### src/rtl/two_demux32_buf.sv
// Buffered 1-to-2 demultiplexer: one producer steers words into two independent
// per-destination FIFOs, each drained by its own valid/ready consumer.
module two_demux32_buf #(
  parameter int WIDTH = 32,
  parameter int DEPTH = 2,
  parameter int CNTW  = $clog2(DEPTH) + 1
) (
  input  logic             clk,
  input  logic             reset,
  input  logic [WIDTH-1:0] In,
  input  logic             Sel,
  input  logic             InValid,
  output logic             InReady,
  output logic [WIDTH-1:0] Out0,
  output logic             Out0Valid,
  input  logic             Out0Ready,
  output logic [WIDTH-1:0] Out1,
  output logic             Out1Valid,
  input  logic             Out1Ready,
  output logic [CNTW-1:0]  Count0,
  output logic [CNTW-1:0]  Count1
);

  localparam int PW = $clog2(DEPTH);

  typedef enum logic [1:0] {
    EMPTY   = 2'd0,
    PARTIAL = 2'd1,
    FULL    = 2'd2
  } fifo_state_e;

  logic [WIDTH-1:0] mem_q [2][DEPTH];
  logic [PW-1:0]    wptr_q [2];
  logic [PW-1:0]    wptr_d [2];
  logic [PW-1:0]    rptr_q [2];
  logic [PW-1:0]    rptr_d [2];
  logic [CNTW-1:0]  cnt_q  [2];
  logic [CNTW-1:0]  cnt_d  [2];
  fifo_state_e      state  [2];

  logic [1:0] out_rdy;
  logic [1:0] valid;
  logic [1:0] full;
  logic [1:0] push;
  logic [1:0] pop;

  assign out_rdy = {Out1Ready, Out0Ready};

  // FIFO state is a pure function of occupancy, so it is decoded rather than stored.
  always_comb begin
    for (int k = 0; k < 2; k++) begin
      if (cnt_q[k] == '0)
        state[k] = EMPTY;
      else if (cnt_q[k] == CNTW'(DEPTH))
        state[k] = FULL;
      else
        state[k] = PARTIAL;
      valid[k] = (state[k] != EMPTY);
      full[k]  = (state[k] == FULL);
    end
  end

  // A full FIFO refuses input even while it is being drained in the same cycle.
  assign InReady = Sel ? !full[1] : !full[0];

  always_comb begin
    for (int k = 0; k < 2; k++) begin
      push[k]   = InValid && InReady && (Sel == 1'(k));
      pop[k]    = valid[k] && out_rdy[k];
      wptr_d[k] = wptr_q[k] + PW'(push[k]);
      rptr_d[k] = rptr_q[k] + PW'(pop[k]);
      cnt_d[k]  = cnt_q[k] + CNTW'(push[k]) - CNTW'(pop[k]);
    end
  end

  always_ff @(posedge clk) begin
    for (int k = 0; k < 2; k++) begin
      if (reset) begin
        wptr_q[k] <= '0;
        rptr_q[k] <= '0;
        cnt_q[k]  <= '0;
      end else begin
        wptr_q[k] <= wptr_d[k];
        rptr_q[k] <= rptr_d[k];
        cnt_q[k]  <= cnt_d[k];
      end
    end
  end

  // Storage needs no reset: stale entries are masked by the valid flags.
  always_ff @(posedge clk) begin
    for (int k = 0; k < 2; k++) begin
      if (push[k] && !reset)
        mem_q[k][wptr_q[k]] <= In;
    end
  end

  assign Out0Valid = valid[0];
  assign Out1Valid = valid[1];
  assign Out0      = valid[0] ? mem_q[0][rptr_q[0]] : '0;
  assign Out1      = valid[1] ? mem_q[1][rptr_q[1]] : '0;
  assign Count0    = cnt_q[0];
  assign Count1    = cnt_q[1];

endmodule
### config.mk
export PLATFORM = sky130hd
export DESIGN_NAME = two_demux32_buf
export DESIGN_NICKNAME = d
export VERILOG_FILES = /design/src/rtl/two_demux32_buf.sv
export SDC_FILE = /design/constraint.sdc
export NUM_CORES = 1
export LEC_CHECK = 0
export BUFFER_PORTS_ARGS = -buffer_cell sky130_fd_sc_hd__buf_2
export CORE_MARGIN = 4
export CORE_UTILIZATION = 54
export CTS_CLUSTER_DIAMETER = 80
export DETAILED_ROUTE_END_ITERATION = 6
export PLACE_DENSITY = 0.78
export SLEW_MARGIN = 30
export SYNTH_ARGS = -nofsm -noshare
export SYNTH_HDL_FRONTEND = slang
export SYNTH_SLANG_ARGS = --single-unit
### constraint.sdc
create_clock -name clk -period 6.4 [get_ports clk]
set_clock_uncertainty 0.15 [all_clocks]
set_input_delay 0.32 -clock clk [delete_from_list [all_inputs] [get_ports clk]]
set_output_delay 0.32 -clock clk [all_outputs]
set_load 0.01 [all_outputs]
# Yosys cells after proc, flatten, opt, wreduce, memory -nomap -nowiden
# Memories as Yosys holds them, arrays and structs flattened.
# Index checks and enable logic that the tools add are counted.
op_classes:
  add_sub_neg: 8
  order_cmp: 6
  eq_ne: 4
  mux: 33
  bitwise: 11
  reduce_logical: 17
ops:
  columns: ["operator", "n"]
  rows:
  - ["$mux 32", 10]
  - ["$mux 64", 4]
  - ["$demux 32 s1", 2]
  - ["$reduce_or 64->1", 1]
  - ["$mux 2", 6]
  - ["$mux 1", 11]
  - ["$logic_and 1x1->1", 9]
  - ["$eq 2x2->1 const B", 4]
  - ["$ge 2x2->1 const B", 4]
  - ["$not 1->2", 4]
  - ["$or 1x1->1", 6]
  - ["$add 1x1->1", 4]
  - ["$add 2x1->2", 2]
  - ["$logic_not 2->1", 2]
  - ["$lt 2x1->1 const B", 2]
  - ["$reduce_bool 2->1", 2]
  - ["$sub 2x1->2", 2]
  - ["$logic_not 1->1", 3]
  - ["$not 1->1", 1]
totals:
  register_bits: 0
  ram_bits: 136
  inputBits: 38
  output_inout_bits: 71
  elab_cells: 83
  memories: 4
memory_table:
  columns: ["memory", "depth", "width", "read_ports", "rd_ports_with_merged_regs", "write_ports", "line", "text"]
  rows:
  - ["mem_q", 2, 64, 2, 0, 1, "32", "logic [WIDTH-1:0] mem_q [2][DEPTH];"]
  - ["cnt_q", 2, 2, 2, 0, 2, "37", "logic [CNTW-1:0] cnt_q [2];"]
  - ["rptr_q", 2, 1, 2, 0, 2, "35", "logic [PW-1:0] rptr_q [2];"]
  - ["wptr_q", 2, 1, 2, 0, 2, "33", "logic [PW-1:0] wptr_q [2];"]

# Depth between registers and ports, before layout
# Gate-level depths: netlist of the first run.
logic_depth:
  ltp_word: 13
  ltp_mapped: 6
  ltp_nobuf: 6

# Least setup slack after synthesis of the first run
# No wires, ideal clock.
synth_timing:
  kind: "register -> register"
  start: "memory cnt_q[1][0] (netlist name)"
  end: "memory mem_q[0][64] (netlist name), enable pin"
  setup_ps: 513
  arrival_time_ps: 4042
  required_time_ps: 5737
  path_slack_ps: 1695
  path_stages_with_launch: 4
  n_path_buf: 1
  synth_period_minus_slack_ps: 4705
  path_cell_list: "dfxtp_1 > nor2b_4 > buf_6 > nor4b_1"
synth_rtl:
  columns: ["item", "line"]
  rows:
  - ["from (decl)", "37"]
  - ["to (decl)", "32"]

==> run summary, run 1 <==
outcome -> completed
final hold violations -> 0
Tmin final -> 2.59 ns
maximum clock insertion buffer count -> 2
First-pass DRT Iterations -> 5
core footprint -> 9370 um^2
Top-Level Pins -> 109
Critical Path RT -> 5.93 ns
DRC viols -> 0
CP delay by family, top -> simple AND/OR/NAND/NOR gates
Seq/Total Area, Yosys -> 0.757
unrepaired setup endpoints after global routing -> no
EDFF count, synth -> 128
relative slew slack -> 0.423
Die Wd -> 107 um
CP max stage delay -> 0.67 ns
total gr overflow -> 0
post-CTS setup repair buffer count -> 0
Main synth FF type -> edfxtp_1
Final Core Density -> 0.738
Reg area -> 4010 um^2
DP HPWL -> 6.43 mm
Inserted Clock Buffers -> 17
Total Routing Usage GR -> 0.204
Chip Height -> 107 um
clk slew on worst S/H paths -> 0.06 ns
initial drt markers -> 118
worst slew pin tran -> 0.863 ns
pwr dens -> 426 nW/um^2
Max Slew Vio Count -> 0
CP Capture Type -> primary output
fin crit share -> 0.405
syn nets -> 371
global-route wire length before repair -> 17.7 mm
Cells after Synth -> 331
critical path type -> reg2out
final setup vio count -> 0
DP Area -> 5970 um^2
Crit Path Max Fanout -> 18
synthesis-to-finish area growth -> 30.8%
Buf+Inv Stages, Crit Path -> 2
antenna violations before repair -> 1
P_leak -> 2.63 nW
Initial Utilization -> 0.564
H-tree Lvls -> 4
post-route setup TNS -> 0 ns
CP arrival -> 2.12 ns
Mapped Avg Cell Area -> 16.0 um^2
Vias/cell -> 5.17
vias in the first global route -> 3474
Port Buf Inserts -> 108
Cell Area, Synth -> 5290 um^2
CTS tree -> done
via count -> 3222
final WL -> 10.8 mm
maxcap violations -> 0
FMAX -> 385 MHz
Critical-path top delay cell -> nor2_2
share of cells above drive strength 1 -> 0.308
DRT antenna net count -> 0
GP Congestion -> 0.738
worst-skew pair later-pin latency -> 0.50 ns
Die Area -> 11400 um^2
Worst Setup Start Kind -> flip-flop
flop and latch count out of synthesis -> 136
crit-path cells -> nor2_2, buf_4, nor2_1, buf_2
WL per Instance -> 17.4 um
post-synthesis async set-or-reset flop share -> 0
Clk Tree Root Cell -> clkbuf_8
Num Clock Sinks -> 136
VDD IR-drop max -> 0.239 mV
Final Cell Area -> 6920 um^2
multi-input logic area -> 1190 um^2
largest net degree at the start of global routing -> 34
Synth cell types -> 28
warnings from Yosys -> 0
filler cell count -> 612
Placement Rows -> 35
final net count -> 520
HP Class -> in2reg
-- stage by stage --
stage          std cells  total power, W  hold WS [ns]  setup slack (ns)
5_1_grt              623         0.00310        0.0923              3.65
6_report             623         0.00294        0.0886              3.81
4_1_cts              622         0.00298        0.0592              3.76
3_5_place_dp         557         0.00196         0.375              4.34
2_1_floorplan        331         0.00164         0.269              1.70
3_3_place_gp         557         0.00194         0.336              4.26
-- worst reg2reg max path: stages (launching register included) --
cell	delay, ns
dfxtp_1	0.41
nand2b_1	0.24
nand2_1	0.12
nor3b_2	0.18
buf_4	0.43
-- logic make-up (layout without fill, tap and decap cells) --
logic type               count (synthesis)  after routing  synth area share
adder cells (fa/ha/maj)                  2              2           0.00473
multiplexers                            64             64             0.121
AO/OA/AOI/OAI                           12             12            0.0137
flip-flops                             136            136             0.757
buffers and inverters                   24            186            0.0244
other                                    0              1                 0
AND/OR/NAND/NOR                         89             89            0.0724
XOR/XNOR                                 4              4           0.00662
-- what timing repair did --
action                                  in CTS  in global routing
gates resized for setup                      0                  0
endpoints found under the setup margin       0                  0
hold buffers                                33                  0
endpoints found under the hold margin      130                  0
-- worst paths after layout --
path / start / endpoint / slack [ns] / depth (start not counted)
max reg2reg: cnt_q[0][0] / mem_q[0][9] / 4.48 / 4
min reg2reg: wptr_q[1] / wptr_q[1] / 0.38 / 2
max: cnt_q[0][0] / Out0[9] / 3.81 / 4
min: Out1Ready / rptr_q[1] / 0.09 / 4
-- routing by layer --
| layer | part of all wire | up-vias | routed length, um | GRT usage |
|---|---|---|---|---|
| met5 | 0 | - | 0 | 0 |
| met1 | 0.42 | 1605 | 4570 | 0.245 |
| li1 | - | 1520 | - | - |
| met4 | 0.0094 | 0 | 102 | 0.0594 |
| met3 | 0.045 | 11 | 492 | 0.0608 |
| met2 | 0.52 | 86 | 5670 | 0.355 |
-- layout by cell type (no fill, tap or decap), types with 2 or more instances in the layout --
| master | netlist | layout |
|---|---|---|
| nand2b_1 | 2 | 2 |
| nor3_1 | 5 | 4 |
| dfxtp_4 | 0 | 2 |
| clkbuf_1 | 1 | 2 |
| o21ai_0 | 4 | 4 |
| edfxtp_1 | 128 | 128 |
| buf_4 | 6 | 5 |
| dfxtp_1 | 8 | 6 |
| ha_1 | 2 | 2 |
| nor2b_1 | 2 | 2 |
| mux2i_1 | 64 | 64 |
| dlygate4sd3_1 | 0 | 33 |
| a21oi_1 | 4 | 4 |
| nor2_1 | 70 | 68 |
| clkinvlp_4 | 0 | 4 |
| bufinv_16 | 0 | 4 |
| xor2_1 | 4 | 4 |
| inv_6 | 0 | 3 |
| buf_2 | 7 | 108 |
| inv_1 | 8 | 8 |
| clkbuf_16 | 0 | 16 |
| clkinv_4 | 0 | 2 |
| or3_1 | 2 | 2 |
| nand2_1 | 2 | 2 |
-- report_power, final --
group | internal, W | leakage, nW | switching [W] | total, W
clock | 0.000637 | 0.286 | 0.000356 | 0.000994
combinational | 0.000344 | 1.11 | 0.000461 | 0.000805
sequential | 0.00103 | 1.23 | 0.000112 | 0.00115
total | 0.00201 | 2.63 | 0.000930 | 0.00294
-- synthesized netlist by cell type, types with 2 or more instances --
master / count / share of area
mux2i_1: 64 / 0.12
nand2_1: 2 / 0.0014
a21oi_1: 4 / 0.0038
nor3_1: 5 / 0.0047
ha_1: 2 / 0.0047
nand2b_1: 2 / 0.0024
buf_4: 6 / 0.0085
inv_1: 8 / 0.0057
or3_1: 2 / 0.0024
buf_2: 7 / 0.0066
xor2_1: 4 / 0.0066
nor3b_1: 2 / 0.0028
nor2_1: 70 / 0.050
edfxtp_1: 128 / 0.73
nor2b_1: 2 / 0.0024
dfxtp_1: 8 / 0.030
o21ai_0: 4 / 0.0038
-- flip-flops by register name, summed over array words and instances (netlist names) --
register	flops
mem_q	128
wptr_q	2
rptr_q	2
cnt_q	4
-- area by class of cell --
type,count,area share
tap,129,0.0233
multi-input combinational,171,0.172
inverter,8,0.00434
clock buffer,19,0.0610
timing repair buffer,146,0.131
sequential,136,0.580
antenna,1,0.000362
clock inverter,13,0.0280
(Power assumes the default switching activity.)
==> inputs of run 2 (changes only) <==
Settings changed: ABC_AREA from default to 1.
Clock period 6.4 ns to 2.6 ns, I/O delays scaled along.
==> run summary, run 2 <==
R2R Path Start -> cnt_q[1][0]
Inserted Clock Buffers -> 17 (unchanged)
WL per Instance -> 16.4 um (-5.4%)
Inst Count DP -> 625 (+12%)
via count -> 3579 (+11%)
HP Class -> in2reg
Synth cell types -> 24 (-14%)
Post-CTS Resized -> 0 (unchanged)
antenna violations before repair -> 0 (-1)
final net count -> 594 (+14%)
Max Slew Vio Count -> 0 (unchanged)
VDD IR-drop max -> 0.582 mV (+140%)
core footprint -> 9280 um^2 (-0.93%)
Largest register FFs -> 128 (unchanged)
synthesis-to-finish area growth -> 31.8%
most common cell after layout, fill and taps aside -> nand2_1
Cells after Synth -> 401 (+21%)
Area contributors post-synth -> edfxtp_1 74%, nand2_1 9.6%, a21oi_1 6.7%
Worst setup startpoint -> cnt_q[1][0]
Psw -> 0.00215 W (+130%)
Die Wd -> 106 um (-0.86%)
Critical Path RT -> 2.90 ns (-3.03 ns)
top cell type's share of synthesized area -> 0.740 (+0.0137)
Crit Path Max Fanout -> 3 (-15)
synth cell count leaders -> 133 x nand2_1, 128 x edfxtp_1, 69 x a21oi_1, 20 x buf_2
FMAX -> 449 MHz
fin crit share -> 0.856
most frequent cells in the layout -> 133 x nand2_1, 128 x edfxtp_1, 108 x buf_2, 69 x a21oi_1, 39 x dlygate4sd3_1
vias in the first global route -> 3650 (+5.1%)
Int Power -> 0.00442 W (+120%)
Top-Level Pins -> 109 (unchanged)
Net Sw Frac -> 0.327 (+0.0115)
Seq/Total Area, Yosys -> 0.771 (+0.0142)
Num Clock Sinks -> 136 (unchanged)
Mapped Avg Cell Area -> 12.9 um^2 (-19%)
DRC viols -> 0 (unchanged)
post-route setup TNS -> 0 ns (unchanged)
DP HPWL -> 6.91 mm (+7.4%)
outcome -> completed
R2R cell count -> 6 (+2)
final WL -> 11.4 mm (+5.7%)
Worst Setup Start Kind -> flip-flop
Port Buf Inserts -> 108 (unchanged)
Vias/cell -> 5.14 (-0.57%)
clk slew on worst S/H paths -> 0.06 ns (about the same)
pwr dens -> 960 nW/um^2 (+130%)
Gate power share -> 0.285 (+0.012)
GP Congestion -> 0.775 (+5.0%)
CP Capture Type -> flip-flop
CP arrival -> 2.52 ns (+0.40 ns)
EDFF count, synth -> 128 (unchanged)
final hold violations -> 0 (unchanged)
First-pass DRT Iterations -> 4 (-1)
initial drt markers -> 253 (+110%)
P_leak -> 2.73 nW (+3.8%)
Total Routing Usage GR -> 0.215 (+0.0110)
total gr overflow -> 0 (unchanged)
warnings from Yosys -> 0 (unchanged)
H-tree Lvls -> 4 (unchanged)
CP endpoint -> wptr_q[1]
maximum clock insertion buffer count -> 2 (unchanged)
Placement Rows -> 35 (unchanged)
critical path type -> reg2reg
Cell Area, Synth -> 5190 um^2 (-1.8%)
DP Area -> 5920 um^2 (-0.80%)
Reg2Reg Capture Point -> wptr_q[1]
share of cells above drive strength 1 -> 0.286 (-0.0226)
cell taking the most area after synthesis -> edfxtp_1
relative slew slack -> 0.598 (+0.175)
count leader, synth -> nand2_1
global-route wire length before repair -> 18.3 mm (+3.3%)
sequential share of power -> 0.394 (+0.005)
Chip Height -> 106 um (-0.86%)
Tmin final -> 2.22 ns
maxcap violations -> 0 (unchanged)
n_diodes -> 0 (-1)
flop and latch count out of synthesis -> 136 (unchanged)
CTS tree -> done
R2R setup slack -> 0.38 ns (-4.10 ns)
final setup vio count -> 0 (unchanged)
Final Cell Area -> 6840 um^2 (-1.1%)
Clk Tree Root Cell -> clkbuf_8
Initial Utilization -> 0.559 (-0.00519)
syn nets -> 441 (+19%)
Final Core Density -> 0.737 (-0.00139)
unrepaired setup endpoints after global routing -> no
worst slew pin tran -> 0.602 ns (-0.261 ns)
Main synth FF type -> edfxtp_1
worst-skew pair later-pin latency -> 0.50 ns (about the same)
Clk pwr share -> 0.321 (-0.017)
Die Area -> 11200 um^2 (-1.7%)
largest net degree at the start of global routing -> 35 (+2.9%)
DRT antenna net count -> 0 (unchanged)
Post-Layout Cell Count -> 696 (+12%)
post-synthesis async set-or-reset flop share -> 0 (unchanged)
[run 2: metrics by stage]
| step | power (W) | hold slack [ns] | setup WS, ns |
|---|---|---|---|
| 6_report | 0.00657 | 0.226 | 0.375 |
| 5_1_grt | 0.00690 | 0.215 | 0.260 |
| 4_1_cts | 0.00662 | 0.202 | 0.403 |
| 3_5_place_dp | 0.00446 | 0.204 | 0.569 |
| 3_3_place_gp | 0.00441 | 0.197 | 0.643 |
| 2_1_floorplan | 0.00370 | 0.0789 | 0.0310 |
[run 2: cell type report]
type | count | area (um^2)
well taps | 129 | 161
clock buffers | 18 | 418
fillers | 594 | 2440
multi-input cells | 231 | 1080
inverters | 13 | 48.8
clock inverters | 14 | 110
flip-flops and latches | 136 | 4000
repair buffers | 155 | 1020
[run 2: worst min-delay path by stage]
stage | slack, ns | cells after the start | from | endpoint
global placement | 0.20 | 1 | In[15] | mem_q[0][79]
detailed placement | 0.20 | 1 | In[15] | mem_q[0][111]
CTS | 0.20 | 2 | In[15] | mem_q[0][111]
finish | 0.23 | 2 | In[9] | mem_q[0][105]
floorplan | 0.08 | 0 | In[0] | mem_q[0][0]
global route | 0.22 | 2 | In[27] | mem_q[0][27]
[run 2: cells by family (layout without fill, tap and decap cells)]
| logic type | count (synthesis) | count (layout) | share of synthesized area |
|---|---|---|---|
| AOI/OAI and AO/OA | 77 | 77 | 0.0769 |
| adders and majority gates | 2 | 2 | 0.00482 |
| and+or+nand+nor | 149 | 149 | 0.113 |
| buffers and inverters | 34 | 200 | 0.0294 |
| xor gates and xnor gates | 3 | 3 | 0.00506 |
| DFF | 136 | 136 | 0.771 |
[run 2: power by group through the flow]
stage	Combinational [W]	Clock (W)	Sequential (W)
2_1_floorplan	0.00107	0	0.00263
3_3_place_gp	0.00179	0	0.00262
3_5_place_dp	0.00183	0	0.00263
4_1_cts	0.00189	0.00214	0.00259
5_1_grt	0.00205	0.00226	0.00260
6_report	0.00187	0.00211	0.00259
[run 2: repair_timing]
item                                    4_1_cts  5_1_grt
hold buffers                                 39        0
endpoints found under the setup margin        0        0
endpoints found under the hold margin       136        0
buffers inserted                              0        0
[run 2: critical path: stages, from the launching register on]
cell and delay (ns):
dfxtp_1 0.40, inv_2 0.07, nand2_2 0.08, nand4_1 0.16, dlygate4sd3_1 0.62, a21oi_1 0.14, dlygate4sd3_1 0.55
[run 2: metal layers]
layer | vias up | GRT usage | part of all wire
li1 | 1713 | - | -
met1 | 1706 | 0.254 | 0.39
met2 | 145 | 0.367 | 0.53
met3 | 15 | 0.0589 | 0.069
met4 | 0 | 0.0962 | 0.015
met5 | - | 0 | 0
